===== src/rtl/apb_uart_rx.sv =====
`default_nettype none
// ---------------------------------------------------------------------------
// apb_uart_rx : APB slave 8N1 UART receiver feeding a byte FIFO  | Rev 1.0
// ---------------------------------------------------------------------------
module apb_uart_rx #(
  parameter int BUS_WIDTH  = 32,
  parameter int DATA_WIDTH = 32,
  parameter int ADDR_EXP   = 4,
  parameter int CLK_DIV    = 434
) (
  input  logic                  clk,
  input  logic                  reset,
  input  logic [BUS_WIDTH-1:0]  S_PADDR,
  input  logic                  S_PWRITE,
  input  logic                  S_PSELx,
  input  logic                  S_PENABLE,
  input  logic [DATA_WIDTH-1:0] S_PWDATA,
  output logic [DATA_WIDTH-1:0] S_PRDATA,
  output logic                  S_PREADY,
  input  logic                  rx_wire,
  output logic                  rx_int
);

  localparam int DEPTH = 1 << ADDR_EXP;
  localparam int CW    = $clog2(CLK_DIV);
  localparam logic [CW-1:0]     HALF_LOAD = CW'(CLK_DIV / 2 - 1);
  localparam logic [CW-1:0]     FULL_LOAD = CW'(CLK_DIV - 1);
  localparam logic [ADDR_EXP:0] DEPTH_CNT = (ADDR_EXP + 1)'(DEPTH);

  typedef enum logic [2:0] {
    ST_IDLE  = 3'd0,
    ST_START = 3'd1,
    ST_DATA  = 3'd2,
    ST_STOP  = 3'd3,
    ST_BREAK = 3'd4
  } state_t;

  state_t              state;
  logic                rx_meta;
  logic                rxs;
  logic [CW-1:0]       cnt;
  logic [2:0]          bit_idx;
  logic [7:0]          shreg;
  logic [7:0]          mem [DEPTH];
  logic [ADDR_EXP-1:0] wr_ptr;
  logic [ADDR_EXP-1:0] rd_ptr;
  logic [ADDR_EXP:0]   count;
  logic                frame_err;
  logic                overrun;

  logic       access, rd, wr, empty, full;
  logic       stop_hit, push, pop, accept;
  logic       set_fe, clr_fe, set_ov, clr_ov;
  logic [1:0] addr;
  logic       unused_bits;

  assign addr     = S_PADDR[1:0];
  assign access   = S_PSELx & S_PENABLE;
  assign rd       = access & ~S_PWRITE;
  assign wr       = access & S_PWRITE;
  assign empty    = (count == '0);
  assign full     = (count == DEPTH_CNT);
  assign stop_hit = (state == ST_STOP) && (cnt == '0);
  assign push     = stop_hit & rxs;
  assign pop      = rd && (addr == 2'd0) && !empty;
  // A simultaneous pop frees the slot, so a push into a full FIFO still lands.
  assign accept   = push && (!full || pop);
  assign set_fe   = stop_hit & ~rxs;
  assign clr_fe   = wr && (addr == 2'd2) && S_PWDATA[2];
  assign set_ov   = push && full && !pop;
  assign clr_ov   = wr && (addr == 2'd2) && S_PWDATA[3];

  assign unused_bits = ^{S_PADDR[BUS_WIDTH-1:2], S_PWDATA[DATA_WIDTH-1:4], S_PWDATA[1:0]};

  always_ff @(posedge clk) begin
    if (reset) begin
      rx_meta <= 1'b1;
      rxs     <= 1'b1;
      state   <= ST_IDLE;
      cnt     <= '0;
      bit_idx <= '0;
      shreg   <= '0;
    end else begin
      rx_meta <= rx_wire;
      rxs     <= rx_meta;
      case (state)
        ST_IDLE: begin
          if (!rxs) begin
            cnt   <= HALF_LOAD;
            state <= ST_START;
          end
        end
        ST_START: begin
          if (cnt == '0) begin
            if (rxs) begin
              state <= ST_IDLE;
            end else begin
              cnt     <= FULL_LOAD;
              bit_idx <= '0;
              state   <= ST_DATA;
            end
          end else begin
            cnt <= cnt - 1'b1;
          end
        end
        ST_DATA: begin
          if (cnt == '0) begin
            shreg   <= {rxs, shreg[7:1]};
            cnt     <= FULL_LOAD;
            bit_idx <= bit_idx + 1'b1;
            if (bit_idx == 3'd7) state <= ST_STOP;
          end else begin
            cnt <= cnt - 1'b1;
          end
        end
        ST_STOP: begin
          if (cnt == '0) state <= rxs ? ST_IDLE : ST_BREAK;
          else           cnt   <= cnt - 1'b1;
        end
        ST_BREAK: begin
          if (rxs) state <= ST_IDLE;
        end
        default: state <= ST_IDLE;
      endcase
    end
  end

  always_ff @(posedge clk) begin
    if (accept) mem[wr_ptr] <= shreg;
  end

  always_ff @(posedge clk) begin
    if (reset) begin
      wr_ptr    <= '0;
      rd_ptr    <= '0;
      count     <= '0;
      frame_err <= 1'b0;
      overrun   <= 1'b0;
    end else begin
      if (accept) wr_ptr <= wr_ptr + 1'b1;
      if (pop)    rd_ptr <= rd_ptr + 1'b1;
      if (accept && !pop)      count <= count + 1'b1;
      else if (!accept && pop) count <= count - 1'b1;
      if (set_fe)      frame_err <= 1'b1;
      else if (clr_fe) frame_err <= 1'b0;
      if (set_ov)      overrun <= 1'b1;
      else if (clr_ov) overrun <= 1'b0;
    end
  end

  always_comb begin
    S_PRDATA = '0;
    if (rd) begin
      case (addr)
        2'd0: begin
          if (!empty) S_PRDATA[8:0] = {1'b1, mem[rd_ptr]};
        end
        2'd1: begin
          S_PRDATA[0]            = empty;
          S_PRDATA[1]            = full;
          S_PRDATA[2]            = frame_err;
          S_PRDATA[3]            = overrun;
          S_PRDATA[ADDR_EXP+8:8] = count;
        end
        default: S_PRDATA = '0;
      endcase
    end
  end

  assign S_PREADY = access;
  assign rx_int   = ~empty;

endmodule
`default_nettype wire


===== config.mk =====
export PLATFORM = sky130hd
export DESIGN_NAME = apb_uart_rx
export DESIGN_NICKNAME = d
export VERILOG_FILES = /design/src/rtl/apb_uart_rx.sv
export SDC_FILE = /design/constraint.sdc
export NUM_CORES = 1
export LEC_CHECK = 0
export ABC_AREA = 0
export CAP_MARGIN = 20
export CORE_ASPECT_RATIO = 1.2
export CORE_MARGIN = 8
export CORE_UTILIZATION = 55
export DETAILED_ROUTE_END_ITERATION = 8
export GPL_TIMING_DRIVEN = 0
export PLACE_DENSITY = 0.8
export SLEW_MARGIN = 20
export SYNTH_ARGS = -nofsm -noshare
export SYNTH_HDL_FRONTEND = slang
export SYNTH_SLANG_ARGS = --single-unit
export TNS_END_PERCENT = 10

===== constraint.sdc =====
create_clock -name clk -period 3.6 [get_ports clk]
set_input_delay 0.9 -clock clk [delete_from_list [all_inputs] [get_ports clk]]
set_output_delay 0.9 -clock clk [all_outputs]
set_load 0.005 [all_outputs]

==> summary.txt, run 1 <==
Global route
  • GRT overflow: 0
  • Largest net degree at the start of global routing: 19
  • Antenna violations before repair: 0
  • Gr usage total: 0.180
  • Vias in the first global route: approximately 4,400
  • Global-route wire length before repair: around 23 mm

Die
  • CORE AREA: between 10,000 and 15,000 µm²
  • I/O Pins: between 100 and 150
  • Initial core utilization: 0.561
  • Num rows: 46
  • Die W: 122 µm
  • Die footprint: 17,300 µm²
  • Die extent in y: between 100 and 150 µm

Timing
  • Min cycle time layout: around 3.5 ns
  • Slew headroom: 0.304
  • Worst slew pin tran: 1.04 ns
  • Period utilization: 0.974
  • Setup-failing EPs final: 0
  • Sum Neg Setup Slack: 0 ns
  • Fmax: roughly 0.29 GHz
  • RSZ-0062 raised after global routing: false
  • Skew final: between 0.01 and 0.015 ns
  • Max-slew violations: 0
  • Final hold vios: 0

Clock tree
  • Clk root buf: clkbuf_16
  • Post-CTS Hold Buffers: 0
  • Clock latency on the worst-skew pair: around 0.42 ns
  • Clock sinks: ~170
  • Clock Path Buffers: 2
  • Cts bufs inserted: 17
  • CTS H-tree lvls: 4
  • CTS tree: done
  • Reg clk slew, reported paths: 0.06 ns

Drt
  • Via density: between 5 and 6
  • DR vias: ~4,300
  • Drt total wl: roughly 15 mm
  • Routed Antenna Nets: 0
  • Drc violations: 0
  • First-pass iteration count of the detailed router: 5
  • Routed len/inst: between 15 and 20 µm
  • DR iter-0 viols: ~280

Hold path
  • Hold Path Cell Cnt: 1
  • WHS Endpoint: rxs$_SDFF_PP1_
  • Hold path start: rx_meta$_SDFF_PP1_
  • HP Class: register to register

Yosys
  • Top cells by area, synth: edfxtp_1 (52%), dfxtp_1 (12%), mux4_2 (9.8%)
  • Synth Flop Type: edfxtp_1
  • Post-synth EDFFs: 128
  • Post-synth top area share: 0.522
  • Mapped Area: 7360 µm²
  • Post-synthesis sequential area ratio: 0.642
  • Yosys warns: 0
  • Mean area per synthesized cell: approximately 15 µm²
  • Number of synthesized register bits: 172
  • Ys async rst share: 0
  • Post-synth top area cell: edfxtp_1
  • Library cells used by synthesis: between 60 and 70
  • Post-Syn Instances: 500

Worst setup path
  • Worst-path fanout max: 4
  • Crit path capture type: output pin
  • Worst EP required: 2.70 ns
  • FF-to-FF path depth: 14
  • Critical path class: input port to output pin
  • Worst setup SP type: input port
  • R2r endpoint: count[4]$_SDFFE_PP0P_
  • R2R Setup Slk: between 0.15 and 0.2 ns
  • CP Data Arrival Time: between 2 and 3 ns
  • Worst R2R Start: cnt[0]$_SDFFE_PP0P_

Placement
  • Post-DP HPWL: around 10 mm
  • Gpl congestion: just over 0.8
  • Inst Count DP: 710
  • DP Area: approximately 8000 µm²
  • Port bufs: 24

Pwr
  • Pwr/cell area: ~480 nW/µm²
  • P_int: ~3.2 mW
  • Reg power frac: 0.519
  • Clock share of power: 0.442
  • VDD IR max: about 320 µV
  • Net Sw Frac: 0.208
  • Net Sw Power: between 0.8 and 0.9 mW
  • Leak Pwr: around 3 nW
  • Comb power frac: 0.039

Final layout
  • Area of the multi-input gates: between 2000 and 2500 µm²
  • Nets: around 650
  • Final instance area: about 8500 µm²
  • Final-layout fill cell count: ~930
  • P&R area growth vs syn: 16.2%
  • # diodes: 0
  • Fin cells: 743
  • Register area: roughly 4700 µm²
  • Final Util: 0.651
  • Share of layout cells above drive strength 1: 0.217

Run
  • Max-cap viol count: 0

Run status
  • Status: completed
cells in the final DEF, fill, tap and decap left out, types with 16 or more instances in the layout:
master / instances
a21oi_1: 17
edfxtp_1: 128
clkbuf_16: 17
mux2i_1: 22
clkdlybuf4s50_1: 16
dfxtp_1: 43
mux4_2: 32
buf_4: 23
nand2_1: 18
conb_1: 19
nor2_1: 55
state kept, by name (all words and copies together) (netlist names), 3 cells and up, named ones only:
name,count
mem,128
count,5
cnt,9
shreg,8
wr_ptr,4
state,3
rd_ptr,4
bit_idx,3
cell usage after synthesis, types with 4 or more instances:
library cell / n
a211oi_1: 10
a21oi_1: 19
and2_1: 4
buf_2: 5
buf_4: 19
clkbuf_1: 15
dfxtp_1: 44
edfxtp_1: 128
ha_1: 12
inv_1: 13
mux2_2: 4
mux2i_1: 22
mux4_2: 32
nand2_1: 18
nor2_1: 56
nor2b_1: 7
nor3_1: 7
o21ai_0: 8
or3_1: 5
xnor2_1: 6
xor2_1: 4
power by group through the flow:
stage	clock, mW	sequential, mW	combinational (mW)
global route	1.90	2.12	0.176
global placement	0	2.16	0.152
CTS	1.82	2.12	0.156
floorplan	0	2.16	0.120
detailed placement	0	2.16	0.156
finish	1.80	2.12	0.160
through the flow:
step	power [mW]	worst slack (ns)	hold WS (ns)
2_1_floorplan	2.28	0.388	0.389
3_3_place_gp	2.31	-0.366	0.394
3_5_place_dp	2.32	-0.411	0.397
4_1_cts	4.10	0.0282	0.415
5_1_grt	4.20	0.00949	0.440
6_report	4.08	0.0933	0.412
repair_timing:
item | in CTS | in global routing
endpoints found under the setup margin | 9 | 2
cloned | 0 | 0
pin swaps | 2 | 0
setup buffers | 3 | 0
resized for setup | 21 | 3
how the worst max path moves through the flow:
stage / from / to / slack (ns) / depth (start not counted)
global placement: S_PADDR[1] / count[4]$_SDFFE_PP0P_ / -0.37 / 12
CTS: register / S_PRDATA[0] / 0.03 / 6
detailed placement: S_PADDR[1] / count[4]$_SDFFE_PP0P_ / -0.41 / 12
global route: cnt[0]$_SDFFE_PP0P_ / count[4]$_SDFFE_PP0P_ / 0.009 / 14
floorplan: S_PADDR[1] / count[4]$_SDFFE_PP0P_ / 0.39 / 12
finish: S_PADDR[1] / S_PRDATA[8] / 0.09 / 7
logic make-up after synthesis:
group | after synthesis | share of synthesized area
buf+inv | 58 | 0.0432
mux | 59 | 0.136
other cells | 1 | 0.000510
simple gates | 124 | 0.0852
fa+ha+maj | 13 | 0.0231
xor+xnor | 10 | 0.0119
flops | 172 | 0.642
compound gates | 63 | 0.0578
metal layers:
metal  share of wire  wire [µm]  track usage
met5               0          0            0
met4           0.024        348       0.0787
met3           0.072       1070       0.0482
met2            0.53       7840        0.312
met1            0.37       5550        0.203
final cells by class:
class / instances / area share
plain buffers: 43 / 0.0331
clock buffers: 18 / 0.0514
clock inverters: 14 / 0.0182
inverters: 13 / 0.00571
multi-input cells: 288 / 0.284
flip-flops and latches: 172 / 0.553
well taps: 168 / 0.0246
repair buffers: 27 / 0.0300
worst max-delay path, stage by stage:
cell             delay, ns
clkdlybuf4s50_1       0.44
and4bb_2              0.33
buf_4                 0.13
and2_1                0.17
nand2_1               0.07
nand2_1               0.07
clkdlybuf4s50_1       0.50
Note: power is estimated with default switching activity, not from simulation.
==> run 2, diff against run 1 <==
Settings changed: SLEW_MARGIN 20 to not set.
==> run 2 against run 1 <==
  * Utilization unchanged
  * Cell count increased by 0.40%
  * Worst setup slack improved by 0.010 ns
  * Critical path depth unchanged
  * Sequential power barely moved
  * Largest cell class unchanged
  * Sequential cell count is the same
  * Hold slack improved by 0.0011 ns
  * First-iteration DRC count up 54%
  * Fmax rose by 0.29%
  * Clock skew down 0.0021 ns
  * Sequential share of layout area is essentially flat
==> summary.txt, run 2 (synthesis gave the netlist of run 1 again) <==
Run
  • Max-cap viol count: 0 (unchanged)

Hold path
  • HP Class: register to register
  • Hold Path Cell Cnt: 1 (unchanged)
  • WHS Endpoint: rxs$_SDFF_PP1_
  • Hold path start: rx_meta$_SDFF_PP1_

Timing
  • Worst slew pin tran: 1.11 ns (+0.0673 ns)
  • Slew headroom: 0.259 (-0.0450)
  • Min cycle time layout: 3.50 ns (-0.0102 ns)
  • Final setup margin: 0.104 ns (+0.0102 ns)
  • Fmax: 0.286 GHz (+0.29%)
  • Max-slew violations: 0 (unchanged)
  • Final hold vios: 0 (unchanged)
  • RSZ-0062 raised after global routing: true
  • Skew final: 0.00832 ns (-0.00210 ns)
  • Period utilization: 0.971 (-0.00283)
  • Setup-failing EPs final: 0 (unchanged)
  • Sum Neg Setup Slack: 0 ns (unchanged)

Clock tree
  • Clock Path Buffers: 2 (unchanged)
  • Reg clk slew, reported paths: 0.06 ns (about the same)
  • CTS H-tree lvls: 4 (unchanged)
  • Clock latency on the worst-skew pair: 0.43 ns (about the same)
  • CTS tree: done
  • Cts bufs inserted: 17 (unchanged)
  • Clock sinks: 172 (unchanged)
  • Clk root buf: clkbuf_16

Die
  • Die extent in y: 143 µm (unchanged)
  • Die footprint: 17,300 µm² (unchanged)
  • Initial core utilization: 0.561 (unchanged)
  • CORE AREA: 13,100 µm² (unchanged)
  • Num rows: 46 (unchanged)
  • Die W: 122 µm (unchanged)
  • I/O Pins: 104 (unchanged)

Final layout
  • Nets: 648 (+0.47%)
  • Max reg flops: 128 (unchanged)
  • Top flop regs: mem x128, cnt x9, shreg x8
  • Commonest non-fill, non-tap cell in the layout: edfxtp_1
  • Share of layout cells above drive strength 1: 0.221 (+0.00406)
  • Most frequent cells in the layout: edfxtp_1 (128), nor2_1 (56), dfxtp_1 (42), mux4_2 (32), buf_4 (24)
  • P&R area growth vs syn: 16.2% (unchanged)
  • # diodes: 0 (unchanged)
  • Most flops, register: mem

Worst setup path
  • R2r endpoint: count[4]$_SDFFE_PP0P_
  • Worst-path fanout max: 6 (+2)
  • Setup crit start: S_PADDR[1]
  • Critical path class: input port to output pin
  • FF-to-FF path depth: 14 (unchanged)
  • Crit path capture type: output pin
  • R2R Setup Slk: 0.20 ns (about the same)
  • CP Data Arrival Time: 2.60 ns (about the same)
  • Worst R2R Start: cnt[0]$_SDFFE_PP0P_
  • Worst EP required: 2.70 ns (about the same)
  • Worst setup SP type: input port

Global route
  • Antenna violations before repair: 0 (unchanged)
  • Largest net degree at the start of global routing: 19 (unchanged)
  • Global-route wire length before repair: 23.2 mm (+0.57%)
  • Gr usage total: 0.179 (-0.000528)
  • Vias in the first global route: 4,381 (+0.21%)
  • GRT overflow: 0 (unchanged)

Placement
  • Port bufs: 24 (unchanged)
  • Gpl congestion: 0.810 (unchanged)
  • Post-DP HPWL: 10.2 mm (+0.25%)
  • Dpl ws: -0.419 ns (-0.00780 ns)

Pwr
  • VDD IR max: 365 µV (+15%)
  • Leak Pwr: 3.06 nW (+1.2%)
  • Pwr/cell area: 475 nW/µm² (-0.60%)

Drt
  • DR vias: 4,369 (+2.0%)
  • DR iter-0 viols: 424 (+54%)
  • Drt total wl: 14.8 mm (+0.14%)
  • Routed len/inst: 19.9 µm (-0.26%)
  • Drc violations: 0 (unchanged)
  • First-pass iteration count of the detailed router: 5 (unchanged)
  • Routed Antenna Nets: 0 (unchanged)
  • Via density: 5.86 (+1.6%)

Run status
  • Status: completed
## run 2: cell count changes in the layout (fill, tap and decap cells not counted), sizes merged, moves of 2 or more
cell | previous run | this run
dlygate4sd2 | 7 | 5
inv | 19 | 25
clkinvlp | 3 | 0
dlymetal6s2s | 1 | 3
buf | 33 | 36
## run 2: layer usage
| metal | wire length (µm) | track usage | part of all wire | up-vias |
|---|---|---|---|---|
| met3 | 1030 | 0.0415 | 0.070 | 28 |
| met4 | 298 | 0.0735 | 0.020 | 0 |
| met2 | 8010 | 0.318 | 0.54 | 188 |
| li1 | - | - | - | 1987 |
| met1 | 5470 | 0.203 | 0.37 | 2166 |
| met5 | 0 | 0 | 0 | - |
## run 2: timing repair
item	in CTS	in global routing
pin swaps	2	1
setup buffers	2	0
endpoints found under the setup margin	9	5
resized for setup	21	11
hold buffers	0	0
gates cloned	0	0
## run 2: critical path, cell delays in order
cell and delay [ns]:
clkdlybuf4s50_1 0.44, and4bb_2 0.33, buf_4 0.14, and2_4 0.15, nand2_1 0.05, nand2_1 0.08
clkdlybuf4s50_1 0.50
## run 2: cell type report
type	instances	area [µm²]
Buffer	43	288
Clock buffer	17	425
Clock inverter	15	151
Fill cell	916	4580
Inverter	13	48.8
Multi-Input combinational cell	288	2410
Sequential cell	172	4730
Tap cell	168	210
Timing Repair Buffer	30	282
## run 2: power by group
part	total [mW]	internal (mW)	switching, mW
Combinational	0.160	0.0716	0.0881
Clock	1.78	0.982	0.798
Sequential	2.12	2.11	0.00892
## run 2: how the worst max path moves through the flow
stage,endpoint,slack (ns),cells past startpoint
finish,S_PRDATA[8],0.10,7
global placement,count[4]$_SDFFE_PP0P_,-0.37,12
global route,count[4]$_SDFFE_PP0P_,-0.02,14
floorplan,count[4]$_SDFFE_PP0P_,0.39,12
CTS,S_PRDATA[3],-0.03,6
detailed placement,count[4]$_SDFFE_PP0P_,-0.42,12
## run 2: metrics by stage
stage	area, µm²	std cells	utilization	hold slack, ns	power [mW]
floorplan	7420	518	-	0.389	2.28
global placement	7880	710	0.600	0.394	2.31
detailed placement	7900	714	0.602	0.400	2.32
CTS	8520	746	0.649	0.416	4.07
global route	8550	746	0.651	0.434	4.18
finish	8550	746	0.651	0.413	4.06
==> run 3, diff against run 2 <==
Settings changed: CTS_CLUSTER_DIAMETER set to 40.
==> results of run 3 <==
Final layout, timing and power as in run 2 (identical DEF).
